==> src/rtl/dma_frame_packer_pkg.sv <==
// Shared types and CRC helper for the DMA frame packer.
// Frame layout: sync, length, payload, CRC-8 (poly 0x07).
package dma_frame_packer_pkg;

  typedef enum logic [2:0] {
    IDLE,
    SYNC,
    LEN,
    PAYLOAD,
    CRC,
    ABORT,
    DRAIN
  } state_t;

  localparam logic [7:0] CRC8_POLY = 8'h07;

  // MSB-first byte update, no reflection, no final XOR
  function automatic logic [7:0] crc8(
    input logic [7:0] crc,
    input logic [7:0] data
  );
    logic [7:0] c;
    c = crc ^ data;
    for (int i = 0; i < 8; i++) begin
      if (c[7])
        c = {c[6:0], 1'b0} ^ CRC8_POLY;
      else
        c = {c[6:0], 1'b0};
    end
    return c;
  endfunction

endpackage

==> src/rtl/dma_frame_packer_if.sv <==
// Framed byte stream with valid/ready handshake.
// Master drives data and markers, slave drives ready.
interface dma_frame_packer_if;

  logic [7:0] o_frame_data;
  logic       o_frame_valid;
  logic       o_frame_sof;
  logic       o_frame_eof;
  logic       i_frame_ready;

  modport master (
    output o_frame_data,
    output o_frame_valid,
    output o_frame_sof,
    output o_frame_eof,
    input  i_frame_ready
  );

  modport slave (
    input  o_frame_data,
    input  o_frame_valid,
    input  o_frame_sof,
    input  o_frame_eof,
    output i_frame_ready
  );

endinterface

==> src/rtl/dma_frame_packer_sync_byte_fifo.sv <==
// Single-clock first-word fall-through byte FIFO.
// Pointers carry an extra wrap bit to tell full from empty.
module sync_byte_fifo #(
  parameter int DEPTH = 16
) (
  input  logic       CLK,
  input  logic       RESET,
  input  logic       push,
  input  logic [7:0] push_data,
  input  logic       pop,
  input  logic       flush,
  output logic [7:0] head,
  output logic       full,
  output logic       empty
);

  localparam int AW = $clog2(DEPTH);

  logic [7:0]  mem [DEPTH];
  logic [AW:0] wr_ptr;
  logic [AW:0] rd_ptr;
  logic        do_push;
  logic        do_pop;

  assign empty = (wr_ptr == rd_ptr);
  assign full  = (wr_ptr[AW] != rd_ptr[AW]) &&
                 (wr_ptr[AW-1:0] == rd_ptr[AW-1:0]);

  assign do_push = push && !full;
  assign do_pop  = pop && !empty;

  assign head = mem[rd_ptr[AW-1:0]];

  always_ff @(posedge CLK or posedge RESET) begin
    if (RESET) begin
      wr_ptr <= '0;
      rd_ptr <= '0;
    end else if (flush) begin
      wr_ptr <= '0;
      rd_ptr <= '0;
    end else begin
      if (do_push)
        wr_ptr <= wr_ptr + 1'b1;
      if (do_pop)
        rd_ptr <= rd_ptr + 1'b1;
    end
  end

  // Storage needs no reset; pointers define what is valid
  always_ff @(posedge CLK) begin
    if (do_push && !flush)
      mem[wr_ptr[AW-1:0]] <= push_data;
  end

endmodule

==> src/rtl/dma_frame_packer.sv <==
// Wraps one DMA read's byte stream into sync/len/payload/CRC frames.
// Overflow aborts the frame with an inverted CRC and drains the input.
module dma_frame_packer
  import dma_frame_packer_pkg::*;
#(
  parameter int         DEPTH     = 16,
  parameter logic [7:0] SYNC_BYTE = 8'hA5
) (
  input  logic                      CLK,
  input  logic                      RESET,
  input  logic                      i_Read_Request,
  input  logic [5:0]                i_RCC_BUFFER_LENGTH,
  input  logic [7:0]                i_serialized_output,
  input  logic                      i_serialized_output_valid,
  dma_frame_packer_if.master        frm,
  output logic                      o_busy,
  output logic                      o_frame_done,
  output logic                      o_overflow
);

  state_t     state;
  state_t     state_nx;

  logic [7:0] n_len;
  logic [7:0] crc;
  logic [7:0] in_cnt;
  logic [7:0] out_cnt;
  logic       ovf;
  logic       done_q;

  logic       start;
  logic       take;
  logic       push;
  logic       drop;
  logic       pop;
  logic       flush;
  logic       beat;

  logic [7:0] head;
  logic       fifo_full;
  logic       fifo_empty;

  assign start = i_Read_Request && (state == IDLE);
  assign beat  = frm.o_frame_valid && frm.i_frame_ready;

  assign take  = i_serialized_output_valid &&
                 (state != IDLE) && (in_cnt < n_len);
  assign push  = take && (state != DRAIN) && !fifo_full;
  assign drop  = take && (state != DRAIN) && fifo_full;

  assign pop   = (state == PAYLOAD) && !ovf && beat;
  assign flush = (state == ABORT);

  sync_byte_fifo #(
    .DEPTH (DEPTH)
  ) u_fifo (
    .CLK       (CLK),
    .RESET     (RESET),
    .push      (push),
    .push_data (i_serialized_output),
    .pop       (pop),
    .flush     (flush),
    .head      (head),
    .full      (fifo_full),
    .empty     (fifo_empty)
  );

  always_ff @(posedge CLK or posedge RESET) begin
    if (RESET)
      state <= IDLE;
    else
      state <= state_nx;
  end

  always_comb begin
    state_nx = state;
    unique case (state)
      IDLE: begin
        if (i_Read_Request)
          state_nx = SYNC;
      end
      SYNC: begin
        if (beat)
          state_nx = LEN;
      end
      LEN: begin
        if (beat)
          state_nx = (n_len == 8'd0) ? CRC : PAYLOAD;
      end
      PAYLOAD: begin
        if (ovf)
          state_nx = ABORT;
        else if (beat && (out_cnt + 8'd1 == n_len))
          state_nx = CRC;
      end
      CRC: begin
        if (beat)
          state_nx = IDLE;
      end
      ABORT: begin
        if (beat)
          state_nx = DRAIN;
      end
      DRAIN: begin
        if (in_cnt == n_len)
          state_nx = IDLE;
      end
      default: state_nx = IDLE;
    endcase
  end

  // A pending payload beat is withdrawn as soon as overflow is seen
  always_comb begin
    frm.o_frame_valid = 1'b0;
    frm.o_frame_data  = 8'h00;
    frm.o_frame_sof   = 1'b0;
    frm.o_frame_eof   = 1'b0;
    unique case (state)
      SYNC: begin
        frm.o_frame_valid = 1'b1;
        frm.o_frame_data  = SYNC_BYTE;
        frm.o_frame_sof   = 1'b1;
      end
      LEN: begin
        frm.o_frame_valid = 1'b1;
        frm.o_frame_data  = n_len;
      end
      PAYLOAD: begin
        frm.o_frame_valid = !ovf && !fifo_empty;
        frm.o_frame_data  = ovf ? 8'h00 : head;
      end
      CRC: begin
        frm.o_frame_valid = 1'b1;
        frm.o_frame_data  = crc;
        frm.o_frame_eof   = 1'b1;
      end
      ABORT: begin
        frm.o_frame_valid = 1'b1;
        frm.o_frame_data  = ~crc;
        frm.o_frame_eof   = 1'b1;
      end
      default: ;
    endcase
  end

  always_ff @(posedge CLK or posedge RESET) begin
    if (RESET) begin
      n_len   <= 8'd0;
      crc     <= 8'd0;
      in_cnt  <= 8'd0;
      out_cnt <= 8'd0;
      ovf     <= 1'b0;
      done_q  <= 1'b0;
    end else begin
      done_q <= (state == CRC) && beat;
      if (start) begin
        n_len   <= {i_RCC_BUFFER_LENGTH, 2'b00};
        crc     <= 8'd0;
        in_cnt  <= 8'd0;
        out_cnt <= 8'd0;
        ovf     <= 1'b0;
      end else begin
        if (take)
          in_cnt <= in_cnt + 8'd1;
        if (drop)
          ovf <= 1'b1;
        if ((state == LEN) && beat)
          crc <= crc8(crc, n_len);
        if (pop) begin
          crc     <= crc8(crc, head);
          out_cnt <= out_cnt + 8'd1;
        end
      end
    end
  end

  assign o_busy       = (state != IDLE);
  assign o_frame_done = done_q;
  assign o_overflow   = ovf;

endmodule
==> src/flat_wrapper.sv <==
// flat-port wrapper written by rule: the top's interface ports become plain ports
module dma_frame_packer_flat import dma_frame_packer_pkg::*;
#(
  parameter int         DEPTH     = 16,
  parameter logic [7:0] SYNC_BYTE = 8'hA5
)
  (CLK, RESET, i_Read_Request, i_RCC_BUFFER_LENGTH, i_serialized_output, i_serialized_output_valid, o_busy, o_frame_done, o_overflow, frm_o_frame_data, frm_o_frame_valid, frm_o_frame_sof, frm_o_frame_eof, frm_i_frame_ready);
  dma_frame_packer_if frm_i ();
  input  logic CLK;
  input  logic RESET;
  input  logic i_Read_Request;
  input  logic [5:0] i_RCC_BUFFER_LENGTH;
  input  logic [7:0] i_serialized_output;
  input  logic i_serialized_output_valid;
  output logic o_busy;
  output logic o_frame_done;
  output logic o_overflow;
  output wire logic [$bits(frm_i.o_frame_data)-1:0] frm_o_frame_data;
  output wire logic [$bits(frm_i.o_frame_valid)-1:0] frm_o_frame_valid;
  output wire logic [$bits(frm_i.o_frame_sof)-1:0] frm_o_frame_sof;
  output wire logic [$bits(frm_i.o_frame_eof)-1:0] frm_o_frame_eof;
  input wire logic [$bits(frm_i.i_frame_ready)-1:0] frm_i_frame_ready;
  assign frm_o_frame_data = frm_i.o_frame_data;
  assign frm_o_frame_valid = frm_i.o_frame_valid;
  assign frm_o_frame_sof = frm_i.o_frame_sof;
  assign frm_o_frame_eof = frm_i.o_frame_eof;
  assign frm_i.i_frame_ready = frm_i_frame_ready;
  dma_frame_packer #(.DEPTH(DEPTH), .SYNC_BYTE(SYNC_BYTE)) u_core (.CLK(CLK), .RESET(RESET), .i_Read_Request(i_Read_Request), .i_RCC_BUFFER_LENGTH(i_RCC_BUFFER_LENGTH), .i_serialized_output(i_serialized_output), .i_serialized_output_valid(i_serialized_output_valid), .frm(frm_i), .o_busy(o_busy), .o_frame_done(o_frame_done), .o_overflow(o_overflow));
endmodule
==> config.mk <==
export PLATFORM = sky130hd
export DESIGN_NAME = dma_frame_packer_flat
export DESIGN_NICKNAME = d
export VERILOG_FILES = /design/src/rtl/dma_frame_packer_pkg.sv /design/src/rtl/dma_frame_packer_if.sv /design/src/rtl/dma_frame_packer_sync_byte_fifo.sv /design/src/rtl/dma_frame_packer.sv /design/src/flat_wrapper.sv
export SDC_FILE = /design/constraint.sdc
export NUM_CORES = 1
export LEC_CHECK = 0
export ABC_AREA = 1
export CORE_MARGIN = 4
export CORE_UTILIZATION = 61
export DETAILED_ROUTE_END_ITERATION = 16
export HOLD_SLACK_MARGIN = 0.02
export PLACE_DENSITY = 0.92
export SLEW_MARGIN = 20
export SYNTH_ARGS = -nofsm -noshare
export SYNTH_HDL_FRONTEND = slang
export SYNTH_SLANG_ARGS = --single-unit
==> constraint.sdc <==
create_clock -name CLK -period 3.65 [get_ports CLK]
set_input_delay 0.73 -clock CLK [delete_from_list [all_inputs] [get_ports CLK]]
set_output_delay 0.73 -clock CLK [all_outputs]
set_load 0.02 [all_outputs]
==> results.toml, run 1 <==
[yosys]
synth.largest_area_cell = "edfxtp_1"
synth_area_sq_um = 8870
yosys_warnings = 0
synth-seq-cells = 173
synthArstFlopShare_pct = 26.0
synth.area.top_cells = "edfxtp_1 43%, nand2_1 14%, dfrtp_1 13%"
ys_seq_area_share_pct = 56.0
netlist_instances = 1009
yosys.cell_types.count = 37
ys.flop_type = "edfxtp_1"
synth_edf_count = 128
synth_area_per_cell_sq_um = 8.80
syn_nets = 1043
synth_top_cell_area_share_pct = 43.3

[power]
switchingPower_mw = 3.61
p_sw_share_pct = 43.7
powerDensity_nw_per_um2 = 822
vdd_drop_max_mv = 0.489
p_leak_nw = 4.48
p_seq_share_pct = 31.8
combPwrFrac_pct = 46.0
p_int_mw = 4.64
pwr-share-clk_pct = 22.2

[route]
routed_wl_um = 22800
firstDrtPassIters = 9
drt-vias-per-instance = 5.99
wl_per_cell_um = 18.3
antenna_left = 0
vias = 7483
drc = 0
first_iter_violations = 1146

[hold_path]
holdPathStages = 1
min_path_type = "reg -> reg"

[setup_path]
slowest_stage = "clkdlybuf4s50_1"
worstPathArrival_ns = 2.79
path_cells = "inv_1 -> nor2_1 -> nor3_1 -> nand3b_1 -> nand2_1 -> nand2_1 -> clkdlybuf4s50_1"
r2r_slack_ns = 0.60
startpoint_type = "flop"
cp-endpoint = "frm_o_frame_valid"
criticalPathCategory = "reg -> out"
crit_fanout = 11
cp-end-kind = "primary output"
cp_common_cell = "nand2_1"
rr_worst_depth = 14
required_ns = 2.92
crit_start = "u_core.u_fifo.rd_ptr[2]"
max_stage_delay_ns = 0.56
r2r-start = "u_core.n_len[7]"
rr_endpoint = "u_core.u_fifo.mem[10][4]"

[die]
start_util_pct = 63.2
core_sq_um = 14000
dieHeight_um = 129
die_w_um = 129
boundaryPins = 33
die_area_sq_um = 16500
num_rows = 43

[final_layout]
layout_common_cells = "324 x nand2_1, 128 x edfxtp_1, 125 x inv_1"
regArea_sq_um = 4970
syn_to_final_growth_pct = 13.3
layout_commonest_cell = "nand2_1"
multiInputGateArea_sq_um = 3210
diodes = 0
nFillCells = 873
design_area_sq_um = 10100
nets = 1091
drive_above_1_share_pct = 8.32

[global_routing]
grtUsageTotal_pct = 28.1
grt_max_degree = 47
grt-ovfl-total = 0
antenna_found_initial = 0
grt_pass1_vias = 7093
grt_pass1_wl_um = 35900

[cts]
cts.reportedPaths.clkPinSlew_ns = 0.07
clockBufferDepth = 2
tritoncts = "yes"
cts_max_level = 4
cts_sinks = 173
root_buffer = "clkbuf_16"
cts_buffers = 17
insertion_delay_ns = 0.44

[timing]
min_period_ns = 3.52
finalSetupViolCount = 0
rsz0062_at_grt = "no"
worst_pin_slew_ns = 0.957
max_freq_mhz = 284
skew_ns = 0.0134
slew_headroom_pct = 36.1
min_period_over_period_pct = 96.4
slew_violations = 0
hold_violations = 0
setup_tns_ns = 0

[placed_design]
post-dp-hpwl_um = 14400
gp_congestion = 0.926
portBuffers = 32
dpl-instance-area_sq_um = 9450

[outcome]
status = "finished clean"

[run]
maxCapViolations = 0
## state kept, by name, indices dropped and copies added (netlist names)
signal and flops:
u_core.state 3, u_core.u_fifo.mem 128, u_core.u_fifo.rd_ptr 5, u_core.in_cnt 8, u_core.o_frame_done 1, u_core.o_overflow 1, u_core.crc 8, u_core.u_fifo.wr_ptr 5
u_core.out_cnt 8, u_core.n_len 6
## cells by family (layout without fill, tap and decap cells)
| kind of cell | Yosys count | after routing | synth area share [%] |
|---|---|---|---|
| AOI/OAI and AO/OA | 89 | 89 | 5.85 |
| buffers and inverters | 169 | 230 | 7.85 |
| adders and majority gates | 15 | 15 | 2.11 |
| DFF | 173 | 173 | 56.0 |
| and+or+nand+nor | 537 | 537 | 25.5 |
| xor gates and xnor gates | 26 | 26 | 2.65 |
## synth_stat cells, drive strengths merged, types with 3 or more instances
cell type and n:
nand3 110, nand2 328, nand4 7, a22oi 3
a21oi 13, a221o 3, dfrtp 45, inv 139
buf 19, o21ai 48, o21a 3, o211ai 3
nor3 11, o22ai 10, xnor2 9, edfxtp 128
o2111ai 4, nor2 78, xor2 17, ha 15
clkbuf 11
## power groups by stage
stage          clock, mW  combinational (mW)  sequential (mW)
6_report            1.83                3.80             2.63
5_1_grt             1.91                4.17             2.64
4_1_cts             1.80                3.70             2.61
3_5_place_dp           0                3.59             2.64
3_3_place_gp           0                3.44             2.63
2_1_floorplan          0                2.67             2.57
## worst max-delay path: cells and delay by family, from the launching register on
kind                   cells  cell delay (ns)
DFF                        1             0.49
and+or+nand+nor            5             0.90
buffers and inverters      2             0.94
## metal layers
metal | global-route usage [%] | up-vias | share of wire [%]
met2 | 45.5 | 545 | 48
li1 | - | 3397 | -
met3 | 7.06 | 98 | 11
met5 | 0 | - | 0
met4 | 12.5 | 0 | 3.8
met1 | 36.3 | 3443 | 37
## how the worst min path moves through the flow
stage                      from               end  slack (ns)
3_5_place_dp   u_core.in_cnt[7]  u_core.in_cnt[7]        0.52
5_1_grt        u_core.in_cnt[7]  u_core.in_cnt[7]        0.56
2_1_floorplan   u_core.state[1]   u_core.state[1]        0.49
4_1_cts        u_core.in_cnt[7]  u_core.in_cnt[7]        0.53
6_report       u_core.in_cnt[7]  u_core.in_cnt[7]        0.53
3_3_place_gp    u_core.state[1]   u_core.state[1]        0.51
## area by class of cell
cell class | instances | share of cell area, %
clock buffers | 17 | 4.23
clock inverters | 15 | 1.58
inverters | 139 | 5.19
multi-input cells | 667 | 31.9
flip-flops and latches | 173 | 49.5
well taps | 180 | 2.24
repair buffers | 59 | 5.38
## stage by stage
step	utilization, %	hold WS [ns]	power [mW]	worst slack (ns)	std cells
after floorplan	-	0.486	5.24	0.973	1009
after global placement	67.3	0.512	6.07	0.654	1218
after detailed placement	67.3	0.516	6.23	0.579	1218
after CTS	71.5	0.530	8.11	0.0467	1250
after global routing	71.6	0.555	8.72	0.0154	1250
final	71.6	0.525	8.26	0.132	1250
## repair_timing
action / in CTS / in global routing
endpoints found under the setup margin: 0 / 5
gates resized for setup: 0 / 6
hold buffers: 0 / 0
buffers inserted: 0 / 0
(Power assumes the default switching activity.)
==> inputs of run 2 (changes only) <==
- CORE_MARGIN: 4 -> default
- CTS_BUF_LIST: default -> sky130_fd_sc_hd__clkbuf_16
==> results.toml, run 2 (synthesis results as in run 1) <==
[outcome]
status = "finished clean"

[setup_path]
worstPathArrival_ns = 2.79
cp_common_cell = "nand2_1"
criticalPathCategory = "reg -> out"
crit_fanout = 17
required_ns = 2.92
startpoint_type = "flop"
slowest_stage = "clkdlybuf4s50_1"
path_cells = "inv_4 -> buf_4 -> nand2_1 -> nand3_1 -> nand2_1 -> nand2_1 -> nand2_1 -> inv_2 -> nand2_1 -> a221o_1 -> clkdlybuf4s50_1"
crit_start = "u_core.u_fifo.rd_ptr[0]"
max_stage_delay_ns = 0.55
cp-end-kind = "primary output"
r2r-start = "u_core.n_len[3]"

[final_layout]
layout_commonest_cell = "nand2_1"
drive_above_1_share_pct = 8.33
largest_register_ffs = 128
layout_common_cells = "324 x nand2_1, 128 x edfxtp_1, 125 x inv_1"
nets = 1089
nFillCells = 873
diodes = 0
syn_to_final_growth_pct = 13.2

[run]
maxCapViolations = 0

[route]
antenna_left = 0
routed_wl_um = 22200
wl_per_cell_um = 17.8
drc = 0
drt-vias-per-instance = 6.00
firstDrtPassIters = 8
first_iter_violations = 1157
vias = 7482

[cts]
cts_sinks = 173
insertion_delay_ns = 0.45
cts_setup_buffers = 0
tritoncts = "yes"
clockBufferDepth = 2
cts.reportedPaths.clkPinSlew_ns = 0.07
cts_buffers = 17
root_buffer = "clkbuf_16"
cts_max_level = 4

[timing]
max_freq_mhz = 284
slew_violations = 0
setup_tns_ns = 0
hold_violations = 0
skew_ns = 0.00887
finalSetupViolCount = 0
min_period_over_period_pct = 96.5
min_period_ns = 3.52
rsz0062_at_grt = "no"
worst_pin_slew_ns = 0.926
slew_headroom_pct = 38.1

[power]
vdd_drop_max_mv = 0.482
powerDensity_nw_per_um2 = 821
combPwrFrac_pct = 46.3
switchingPower_mw = 3.65
p_sw_share_pct = 44.2
finalPower_mw = 8.25
pwr-share-clk_pct = 22.0
p_int_mw = 4.61
p_leak_nw = 4.48
p_seq_share_pct = 31.7

[die]
dieHeight_um = 123
start_util_pct = 63.2
boundaryPins = 33
core_sq_um = 14000
num_rows = 43
die_w_um = 123
die_area_sq_um = 15000

[placed_design]
gp_congestion = 0.923
post-dp-hpwl_um = 14500
portBuffers = 32

[hold_path]
min_path_type = "reg -> reg"
holdCritStartpoint = "u_core.state[1]"

[global_routing]
grt_pass1_wl_um = 35500
grt_pass1_vias = 7030
grt-ovfl-total = 0
antenna_found_initial = 0
grtUsageTotal_pct = 32.0
grt_max_degree = 46
-- run 2: cell type report --
type / instances / area (sq um) / share of cell area [%]
clock buffer: 17 / 425 / 4.23
clock inverter: 15 / 169 / 1.68
inverter: 139 / 524 / 5.22
multi-input combinational: 667 / 3210 / 31.9
sequential: 173 / 4970 / 49.5
tap: 180 / 225 / 2.24
timing repair buffer: 57 / 526 / 5.23
-- run 2: per-stage QoR --
stage	instance area (sq um)	util [%]	hold slack [ns]	setup WS, ns	cells
after floorplan	8870	-	0.486	0.973	1009
after global placement	9450	67.3	0.505	0.511	1216
after detailed placement	9450	67.3	0.519	0.414	1216
after CTS	10000	71.5	0.540	0.0280	1248
after global routing	10000	71.6	0.575	0.00616	1248
final	10000	71.6	0.546	0.129	1248
-- run 2: power groups by stage --
stage	sequential (mW)	combinational, mW	clock [mW]
finish	2.62	3.82	1.81
detailed placement	2.64	3.62	0
CTS	2.60	3.71	1.82
floorplan	2.57	2.67	0
global route	2.63	4.19	1.89
global placement	2.62	3.47	0
-- run 2: final timing paths --
path / endpoint / slack (ns) / cells past startpoint
setup / recovery: frm_o_frame_data[3] / 0.13 / 11
hold / removal: u_core.state[1] / 0.55 / 2
setup reg to reg: u_core.u_fifo.mem[5][7] / 0.51 / 13
hold reg to reg: u_core.state[1] / 0.55 / 2
max in group asynchronous: u_core.u_fifo.rd_ptr[0] / 2.20 / 2
min in group asynchronous: u_core.u_fifo.wr_ptr[3] / 0.82 / 2
-- run 2: worst max-delay path, delay by kind of cell (launching register included) --
| kind | cells | cell delay (ns) |
|---|---|---|
| buffers and inverters | 4 | 1.07 |
| and+or+nand+nor | 6 | 0.49 |
| DFF | 1 | 0.44 |
| AOI/OAI and AO/OA | 1 | 0.33 |
-- run 2: metal layers --
metal	part of all wire, %	track usage [%]	vias up	wire [um]
li1	-	-	3388	-
met1	37	42.6	3462	8310
met2	48	49.6	531	10600
met3	11	7.25	101	2420
met4	4.1	15.8	0	908
met5	0	0	-	0
-- run 2: repair_timing --
action	4_1_cts	5_1_grt
endpoints found under the setup margin	1	5
hold buffers	0	0
gates resized for setup	1	4
cloned	0	0
